[src/rtl/hazard_unit_pkg.sv]
// ----------------------------------------------------------------------------
// hazard_unit_pkg
//   Shared types and constants for the pipeline hazard/control unit:
//   opcode/register typedefs, the MIPS opcodes the hazard logic decodes,
//   FSM state encodings and small opcode-classification helpers.
// ----------------------------------------------------------------------------
package hazard_unit_pkg;

    typedef logic [5:0] opcode_t;
    typedef logic [4:0] regbits_t;

    localparam opcode_t OP_RTYPE = 6'b000000;
    localparam opcode_t OP_BEQ   = 6'b000100;
    localparam opcode_t OP_BNE   = 6'b000101;
    localparam opcode_t OP_LW    = 6'b100011;
    localparam opcode_t OP_SW    = 6'b101011;
    localparam opcode_t OP_LL    = 6'b110000;
    localparam opcode_t OP_SC    = 6'b111000;

    // Control FSM encodings
    localparam logic [1:0] ST_RUN        = 2'd0;
    localparam logic [1:0] ST_LOAD_STALL = 2'd1;
    localparam logic [1:0] ST_HALT       = 2'd2;

    // Instructions that read rt as a source operand (not just as a destination)
    function automatic logic uses_rt(input opcode_t op);
        return (op == OP_RTYPE) || (op == OP_BEQ) || (op == OP_BNE) ||
               (op == OP_SW)    || (op == OP_SC);
    endfunction

    function automatic logic is_load(input opcode_t op);
        return (op == OP_LW) || (op == OP_LL);
    endfunction

endpackage

[src/rtl/hazard_unit_load_use.sv]
// ----------------------------------------------------------------------------
// load_use_detect
//   Combinational load-use hazard detection between the instruction in EX
//   (a load) and the instruction in ID (a consumer of the loaded register).
//   Ports:
//     opcode_ex_i / rt_ex_i            : instruction in EX and its load destination
//     opcode_id_i / rs_id_i / rt_id_i  : instruction in ID and its source registers
//     load_use_o                       : ID must wait for the load result
// ----------------------------------------------------------------------------
module load_use_detect
    import hazard_unit_pkg::*;
(
    input  logic [5:0] opcode_ex_i,
    input  logic [4:0] rt_ex_i,
    input  logic [5:0] opcode_id_i,
    input  logic [4:0] rs_id_i,
    input  logic [4:0] rt_id_i,
    output logic       load_use_o
);

    logic rs_hit;
    logic rt_hit;

    assign rs_hit = (rt_ex_i == rs_id_i);
    // rt only matters when ID actually reads it; I-type ALU ops write rt.
    assign rt_hit = uses_rt(opcode_id_i) && (rt_ex_i == rt_id_i);

    // $zero never carries a real dependency.
    assign load_use_o = is_load(opcode_ex_i) && (rt_ex_i != 5'd0) && (rs_hit || rt_hit);

endmodule

[src/rtl/hazard_unit.sv]
// ----------------------------------------------------------------------------
// hazard_unit
//   Pipeline control for the 5-stage MIPS datapath. Detects load-use hazards,
//   data-cache waits, EX-resolved redirects and halt, and drives the PC enable
//   and per-latch enable/flush controls. Control outputs are combinational so
//   a hazard seen in a cycle gates the clock edge that ends that cycle.
//   Ports:
//     CLK, RST                       : clock, synchronous active-high reset
//     ihit, dhit                     : icache valid / dcache request complete
//     dmemREN_mem, dmemWEN_mem       : MEM-stage load/store request
//     opcode_ID_EX, rt_ID_EX         : instruction in EX (load destination)
//     opcode_IF_ID, rs_IF_ID, rt_IF_ID : instruction in ID
//     branch_taken, jump_EX          : redirect resolved in EX
//     halt_WB                        : HALT reached WB
//     pc_en, *_en, *_flush           : PC / pipeline latch controls
//     halt                           : sticky halted flag (registered)
//     stall_cycles                   : saturating count of PC-stalled cycles
// ----------------------------------------------------------------------------
module hazard_unit
    import hazard_unit_pkg::*;
#(
    parameter int LOAD_BUBBLES = 1,
    parameter int STALL_CNT_W  = 16
) (
    input  logic                   CLK,
    input  logic                   RST,
    input  logic                   ihit,
    input  logic                   dhit,
    input  logic                   dmemREN_mem,
    input  logic                   dmemWEN_mem,
    input  logic [5:0]             opcode_ID_EX,
    input  logic [4:0]             rt_ID_EX,
    input  logic [5:0]             opcode_IF_ID,
    input  logic [4:0]             rs_IF_ID,
    input  logic [4:0]             rt_IF_ID,
    input  logic                   branch_taken,
    input  logic                   jump_EX,
    input  logic                   halt_WB,
    output logic                   pc_en,
    output logic                   ifid_en,
    output logic                   idex_en,
    output logic                   exmem_en,
    output logic                   memwb_en,
    output logic                   ifid_flush,
    output logic                   idex_flush,
    output logic                   halt,
    output logic [STALL_CNT_W-1:0] stall_cycles
);

    // bub_cnt holds at most LOAD_BUBBLES-2
    localparam int BUB_W = (LOAD_BUBBLES > 2) ? $clog2(LOAD_BUBBLES) : 1;

    logic [1:0]             state_q, state_d;
    logic [BUB_W-1:0]       bub_q, bub_d;
    logic                   halt_q, halt_d;
    logic [STALL_CNT_W-1:0] stall_q, stall_d;

    logic mem_busy;
    logic redirect;
    logic load_use;

    load_use_detect u_lud (
        .opcode_ex_i (opcode_ID_EX),
        .rt_ex_i     (rt_ID_EX),
        .opcode_id_i (opcode_IF_ID),
        .rs_id_i     (rs_IF_ID),
        .rt_id_i     (rt_IF_ID),
        .load_use_o  (load_use)
    );

    assign mem_busy = (dmemREN_mem || dmemWEN_mem) && !dhit;
    assign redirect = branch_taken || jump_EX;

    always_comb begin
        state_d    = state_q;
        bub_d      = bub_q;
        halt_d     = halt_q;
        pc_en      = 1'b1;
        ifid_en    = 1'b1;
        idex_en    = 1'b1;
        exmem_en   = 1'b1;
        memwb_en   = 1'b1;
        ifid_flush = 1'b0;
        idex_flush = 1'b0;

        if (RST) begin
            pc_en      = 1'b0;
            ifid_en    = 1'b0;
            idex_en    = 1'b0;
            exmem_en   = 1'b0;
            memwb_en   = 1'b0;
            ifid_flush = 1'b1;
            idex_flush = 1'b1;
        end else if (state_q == ST_HALT || halt_WB || mem_busy) begin
            // Halted, halting, or full freeze while the dcache is busy.
            pc_en    = 1'b0;
            ifid_en  = 1'b0;
            idex_en  = 1'b0;
            exmem_en = 1'b0;
            memwb_en = 1'b0;
            if (state_q != ST_HALT && halt_WB) begin
                state_d = ST_HALT;
                halt_d  = 1'b1;
            end
        end else if (redirect) begin
            // Squash IF and ID; any pending load-use dies with its consumer.
            pc_en      = ihit;
            ifid_flush = 1'b1;
            idex_flush = 1'b1;
            state_d    = ST_RUN;
            bub_d      = '0;
        end else if (state_q == ST_LOAD_STALL || load_use) begin
            // Hold PC and IF/ID, inject a bubble into EX.
            pc_en      = 1'b0;
            ifid_en    = 1'b0;
            idex_flush = 1'b1;
            if (state_q == ST_LOAD_STALL) begin
                if (bub_q == '0) state_d = ST_RUN;
                else             bub_d   = bub_q - 1'b1;
            end else if (LOAD_BUBBLES > 1) begin
                state_d = ST_LOAD_STALL;
                bub_d   = BUB_W'(LOAD_BUBBLES - 2);
            end
        end else if (!ihit) begin
            pc_en      = 1'b0;
            ifid_flush = 1'b1;
        end

        stall_d = stall_q;
        if (!pc_en && state_q != ST_HALT && stall_q != '1)
            stall_d = stall_q + 1'b1;
    end

    always_ff @(posedge CLK) begin
        if (RST) begin
            state_q <= ST_RUN;
            bub_q   <= '0;
            halt_q  <= 1'b0;
            stall_q <= '0;
        end else begin
            state_q <= state_d;
            bub_q   <= bub_d;
            halt_q  <= halt_d;
            stall_q <= stall_d;
        end
    end

    assign halt         = halt_q;
    assign stall_cycles = stall_q;

endmodule

[config.mk]
export PLATFORM = sky130hd
export DESIGN_NAME = hazard_unit
export DESIGN_NICKNAME = d
export VERILOG_FILES = /design/src/rtl/hazard_unit_pkg.sv /design/src/rtl/hazard_unit_load_use.sv /design/src/rtl/hazard_unit.sv
export SDC_FILE = /design/constraint.sdc
export NUM_CORES = 1
export LEC_CHECK = 0
export CAP_MARGIN = 10
export CORE_MARGIN = 8
export CORE_UTILIZATION = 30
export CTS_CLUSTER_SIZE = 14
export DETAILED_ROUTE_END_ITERATION = 8
export HOLD_SLACK_MARGIN = 0.08
export PLACE_DENSITY = 0.64
export RECOVER_POWER = 25
export SYNTH_ARGS = -nofsm -noshare
export SYNTH_HDL_FRONTEND = slang
export SYNTH_HIERARCHICAL = 1
export SYNTH_SLANG_ARGS = --single-unit
[constraint.sdc]
create_clock -name CLK -period 5.6 [get_ports CLK]
set_clock_uncertainty 0.15 [all_clocks]
set_input_delay 1.4 -clock CLK [delete_from_list [all_inputs] [get_ports CLK]]
set_output_delay 1.4 -clock CLK [all_outputs]
set_load 0.005 [all_outputs]
# Word level (Yosys, flattened, before mapping)
# Index checks and enable logic that the tools add are counted.
[totals] reg_bits=20 inputBits=36 out_inout_bits=24 wordCells=80
[op_classes] n_addsub=2 eq_ne=14 n_mux=30 bitwise=1 reduce_logical=29
[ops] op="equality test 6 bit, second input constant" n=4
[ops] op="2-to-1 mux 1 bit" n=24
[ops] op="adder 16 x 1 -> 16 bit, second input constant" n=1
[ops] op="!= test 16 bit, second input constant" n=1
[ops] op="equality test 6 x 3 -> 1 bit, second input constant" n=2
[ops] op="2-to-1 mux 2 bit" n=6
[ops] op="logical OR 1 bit" n=11
[ops] op="equality test 5 bit" n=2
[ops] op="logical AND 1 bit" n=7
[ops] op="zero test 6 bit" n=1
[ops] op="nonzero test 3 bit" n=2
[ops] op="nonzero test 5 bit" n=1
[ops] op="AND reduction 4 bit" n=1
[ops] op="nonzero test 2 bit" n=2
[ops] op="!= test 3 x 1 -> 1 bit, second input constant" n=1
[ops] op="AND reduction 3 bit" n=1
[ops] op="equality test 2 x 1 -> 1 bit, second input constant" n=1
[ops] op="equality test 2 bit, second input constant" n=1
[ops] op="zero test 1 bit" n=2
[ops] op="!= test 2 x 1 -> 1 bit, second input constant" n=1
[ops] op="!= test 2 bit, second input constant" n=1
[ops] op="AND reduction 2 bit" n=1
[ops] op="NOT 1 bit" n=1
[ops] op="subtractor 1 bit, second input constant" n=1

# Logic depth before layout (Yosys ltp)
[logic_depth] ltp_word=16 ltp_mapped=10 depth_no_buf=9

# By module
# The synthesis kept the hierarchy.
[by_module_without_submodules] mod="hazard_unit" n_inst=1 cells_each=111 area_each_um2=994.7 seq_area_each_um2=360.3
[by_module_without_submodules] mod="load_use_detect" n_inst=1 cells_each=31 area_each_um2=214.0 seq_area_each_um2=0.0

# Worst setup path after synthesis
# No wires, ideal clock.
[synth_timing] path_type="input to output" start="input port opcode_IF_ID[2]" end="output port pc_en" arrival_time_ns=2.766 t_required_ns=4.050 path_slack_ns=1.284 stages=6 n_path_buf=0 cell_sequence="nand2b_1 a2111oi_1 o211ai_1 a21oi_2 or3b_1 and3_1"
[synth_via] elab_chain_len=13 word_cells_on_any_way=17 cone_classes="eq/ne: 4; mux: 4; reduce/logical: 9"
[synth_lines] element="start: declaration" line_no="hazard_unit.sv:33" rtl="input logic [5:0] opcode_IF_ID,"
[synth_lines] element="equality test 6 x 3 -> 1 bit / zero test 6 bit (equally long branches)" line_no="hazard_unit_pkg.sv:27" rtl="return (op == OP_RTYPE) || (op == OP_BEQ) || (op == OP_BNE) ||"
[synth_lines] element="logical OR 1 bit (3 in a row)" line_no="hazard_unit_pkg.sv:27"
[synth_lines] element="logical OR 1 bit (*)" line_no="hazard_unit_pkg.sv:28" rtl="(op == OP_SW) || (op == OP_SC);"
[synth_lines] element="logical AND 1 bit (*)" line_no="hazard_unit_load_use.sv:26" rtl="assign rt_hit = uses_rt(opcode_id_i) && (rt_ex_i == rt_id_i);"
[synth_lines] element="logical OR 1 bit (*)" line_no="hazard_unit_load_use.sv:29" rtl="assign load_use_o = is_load(opcode_ex_i) && (rt_ex_i != 5'd0) && (rs_hit || rt_hit);"
[synth_lines] element="logical AND 1 bit (*)" line_no="hazard_unit_load_use.sv:29"
[synth_lines] element="net load_use" line_no="hazard_unit.sv:60" rtl="logic load_use;"
[synth_lines] element="logical OR 1 bit (*)" line_no="hazard_unit.sv:112" rtl="end else if (state_q == ST_LOAD_STALL || load_use) begin"
[synth_lines] element="2-to-1 mux 1 bit (*)" line_no="hazard_unit.sv:112"
[synth_lines] element="2-to-1 mux 1 bit (*)" line_no="hazard_unit.sv:105" rtl="end else if (redirect) begin"
[synth_lines] element="2-to-1 mux 1 bit (*)" line_no="hazard_unit.sv:94" rtl="end else if (state_q == ST_HALT || halt_WB || mem_busy) begin"
[synth_lines] element="2-to-1 mux 1 bit (*)" line_no="hazard_unit.sv:86" rtl="if (RST) begin"
[synth_lines] element="end: declaration" line_no="hazard_unit.sv:39" rtl="output logic pc_en,"
# The timed path passes the listed nets; every way through them passes the cells marked *.

# Worst setup path in the final report
[layout_timing] start="input port rt_ID_EX[1]" end="output port pc_en"
[layout_via] elab_chain_len=9 word_cells_on_any_way=12 cone_classes="eq/ne: 2; mux: 4; reduce/logical: 6"
[layout_lines] element="start: declaration" line_no="hazard_unit.sv:32" rtl="input logic [4:0] rt_ID_EX,"
[layout_lines] element="equality test 5 bit" line_no="hazard_unit_load_use.sv:26"
[layout_lines] element="logical AND 1 bit" line_no="hazard_unit_load_use.sv:26"
[layout_lines] element="logical OR 1 bit" line_no="hazard_unit_load_use.sv:29"
[layout_lines] element="logical AND 1 bit (*)" line_no="hazard_unit_load_use.sv:29"
[layout_lines] element="net load_use" line_no="hazard_unit.sv:60"
[layout_lines] element="logical OR 1 bit (*)" line_no="hazard_unit.sv:112"
[layout_lines] element="2-to-1 mux 1 bit (*)" line_no="hazard_unit.sv:112"
[layout_lines] element="2-to-1 mux 1 bit (*)" line_no="hazard_unit.sv:105"
[layout_lines] element="2-to-1 mux 1 bit (*)" line_no="hazard_unit.sv:94"
[layout_lines] element="2-to-1 mux 1 bit (*)" line_no="hazard_unit.sv:86"
# Marks and branches as above.

==> qor.csv <==
stage,metric,value,unit
worst_setup_path,CP Data Required Time,4050,ps
grt,number of global-route vias before repair,1282,
place,dpl cells,246,
synth,"Avg Cell Area, Syn",8.51,sq um
floorplan,Core Area,3940,sq um
worst_setup_path,crit end category,primary output,
hold_path,hold path startpoint,halt$_SDFFE_PP0P_,
place,Final HPWL DP,2930,um
pwr,sequential share of power,46.8,%
timing,Final Hold Viols,0,
timing,Worst-Margin Slew,934,ps
clocking,CTS tree,done,
clocking,Worst-Skew Late Latency,250,ps
worst_setup_path,Critical Path Fanout Max,3,
place,Final GP Congestion,0.834,
timing,post-route clock period utilization,96.7,%
timing,Final TNS setup,0,ps
cells_and_area,antenna cells,0,
clocking,H-tree depth,1,
clocking,CTS max path bufs,2,
place,I/O Buffers,59,
cells_and_area,design area,1870,sq um
grt,first-pass GRT wire length,5810,um
floorplan,Ports,60,
route,drt first pass iters,4,
worst_setup_path,R2R Setup Slk,3390,ps
synth,number of synthesized flops with an enable pin,0,
synth,sequential fraction of the synthesis area,29.8,%
pwr,P_int,0.222,mW
place,post-place setup slack,182,ps
route,drt drc,0,
pwr,Clock power frac,30.1,%
synth,"Async S/R FF share, synth",0,%
pwr,Combinational Power Share,23.2,%
synth,count of cell types in the netlist,41,
floorplan,die width,79.5,um
worst_setup_path,startpoint type of the worst setup path,input port,
clocking,clk root buf,clkbuf_8,
route,drt initial violations,53,
clocking,Worst-path clk slew,60,ps
place,Post-DP Area,1830,sq um
clocking,Post-CTS Setup Bufs,0,
grt,largest net degree at the start of global routing,23,
timing,Final setup viols,0,
pwr,Max VDD drop,0.117,mV
synth,Mapped Area,1210,sq um
clocking,CTS buffer count,3,
timing,WHS,317,ps
cells_and_area,layout cells sized above 1,6.53,%
worst_setup_path,r2r endpoint,stall_cycles[4]$_SDFFE_PP0P_,
cells_and_area,fin cells,249,
floorplan,Site Rows,23,
timing,unrepaired setup endpoints after global routing,no,
synth,Synth Register Bits,18,
pwr,leakage,0.687,nW
pwr,Psw,0.0682,mW
synth,Syn. warnings,6,
pwr,total power,0.290,mW
cells_and_area,Final Core Density,47.3,%
clocking,Post-CTS Hold Buffers,0,
timing,Max Clk Rate,185,MHz
grt,grt ovf,0,
clocking,# clock sinks,18,
route,drt total wl,3560,um
worst_setup_path,reg2reg path depth,5,
timing,minimum clock period,5420,ps
cells_and_area,Final #Nets,238,
worst_setup_path,Crit Path Category,in -> out,
pwr,Cell Pwr Density,155,nW/um^2
route,post-DR wirelength/cell,14.3,um
cells_and_area,synthesis-to-layout area growth,54.3,%
hold_path,Min-Delay Path Depth,2,
worst_setup_path,crit path DAT,3870,ps
floorplan,Initial Util,30.7,%
route,post-DR vias/cell,4.88,
grt,gr usage total,11.4,%
synth,Post-Synthesis Cells,142,
floorplan,die area,6320,sq um
run,Max Cap Violations,0,
route,routed via count,1214,
route,post-route ant nets,0,
worst_setup_path,worst reg2reg path startpoint,stall_cycles[4]$_SDFFE_PP0P_,
hold_path,HP Class,reg -> reg,
hold_path,Worst Hold Path EP,halt$_SDFFE_PP0P_,
run_status,outcome,"finished, final reports clean",
timing,Slew Limit Fails,0,
pwr,switching fraction of total power,23.5,%
timing,PnR worst setup slack,185,ps
synth,"Primary FF master, synth",dfxtp_1,
floorplan,Die Y,79.5,um
clocking,Post-CTS Resized,0,
timing,Relative slew margins,37.7,%
synth,Mapped Nets,179,
grt,initial antenna violation count,0,
==> power groups by stage <==
stage	registers, mW	logic, mW	clock network [mW]
finish	0.136	0.0672	0.0872
global route	0.136	0.0732	0.0969
CTS	0.136	0.0688	0.0925
detailed placement	0.138	0.0685	0
global placement	0.138	0.0674	0
floorplan	0.138	0.0255	0
==> worst max-delay path, cell delays in order <==
cell and delay (ps):
clkdlybuf4s50_1 480, xor2_1 190, a2111oi_1 380, o211ai_1 190, a21oi_2 200, or3b_1 410
and3_1 180, clkdlybuf4s50_1 440
==> layout by cell type, fill, tap and decap left out, types with 2 or more instances in the layout <==
cell | Yosys | layout
nand2_1 | 5 | 5
o31ai_1 | 2 | 2
inv_1 | 6 | 6
and3_1 | 3 | 3
or4_1 | 2 | 2
nand4_1 | 4 | 4
a21oi_1 | 5 | 5
o21bai_1 | 3 | 3
or3_1 | 2 | 2
xnor2_1 | 3 | 3
o211ai_1 | 3 | 3
nand2b_1 | 4 | 4
dlygate4sd3_1 | 0 | 9
dfxtp_1 | 18 | 18
nand3_1 | 4 | 4
nor2_1 | 20 | 20
clkbuf_8 | 0 | 3
nor3_1 | 5 | 5
and2_1 | 3 | 3
o21ai_0 | 2 | 2
clkdlybuf4s50_1 | 0 | 50
o2111ai_1 | 4 | 4
xor2_1 | 18 | 18
o211ai_2 | 2 | 2
==> cell families (layout without fill, tap and decap cells) <==
family                     count (synthesis)  count (layout)  share of synthesized area, %
xor gates and xnor gates                  21              21                          15.2
adders and majority gates                  1               1                          1.04
DFF                                       18              18                          29.8
buffers and inverters                     13              70                          5.90
muxes                                      1               1                         0.828
and+or+nand+nor                           58              58                          26.4
AOI/OAI and AO/OA                         30              30                          20.8
==> cell type report <==
cell class                      instances  area, sq um
Clock buffer                            3         41.3
Tap cell                               50         62.6
Multi-Input combinational cell        111          777
Fill cell                             391         2080
Inverter                                6         22.5
Sequential cell                        18          360
Timing Repair Buffer                   61          602
==> worst max-delay path by stage <==
stage	startpoint	end
3_5_place_dp	rt_ID_EX[1]	pc_en
3_3_place_gp	rt_ID_EX[1]	pc_en
4_1_cts	rt_ID_EX[1]	pc_en
2_1_floorplan	opcode_IF_ID[2]	pc_en
6_report	rt_ID_EX[1]	pc_en
5_1_grt	rt_ID_EX[2]	pc_en
==> sequential cells by signal, summed over array words and instances, names as in the netlist <==
| name | count |
|---|---|
| halt | 1 |
| stall_cycles | 16 |
| state_q | 1 |
==> synthesized netlist by cell type (2+ instances only) <==
| master | count | area share (%) |
|---|---|---|
| nand4_1 | 4 | 2.1 |
| xnor2_1 | 3 | 2.2 |
| and3_1 | 3 | 1.6 |
| o2111ai_1 | 4 | 2.9 |
| buf_6 | 2 | 1.9 |
| clkbuf_1 | 3 | 0.93 |
| o211ai_1 | 3 | 1.9 |
| nand2_1 | 5 | 1.6 |
| o21bai_1 | 3 | 1.9 |
| inv_1 | 6 | 1.9 |
| nor3_1 | 5 | 2.1 |
| o21ai_0 | 2 | 0.83 |
| o31ai_1 | 2 | 1.2 |
| nand2b_1 | 4 | 2.1 |
| o211ai_2 | 2 | 2.1 |
| and2_1 | 3 | 1.6 |
| a21oi_1 | 5 | 2.1 |
| or4_1 | 2 | 1.2 |
| xor2_1 | 18 | 13 |
| dfxtp_1 | 18 | 30 |
| nand3_1 | 4 | 1.7 |
| buf_4 | 2 | 1.2 |
| or3_1 | 2 | 1.0 |
| nor2_1 | 20 | 6.2 |
==> metal layers <==
metal / global-route usage (%) / vias to the layer above / share of wire (%)
met3: 3.15 / 4 / 5.0
met4: 3.33 / 0 / 1.1
met2: 21.4 / 22 / 55
met5: 0 / - / 0
met1: 11.8 / 563 / 39
li1: - / 625 / -
Note: power is estimated with default switching activity, not from simulation.
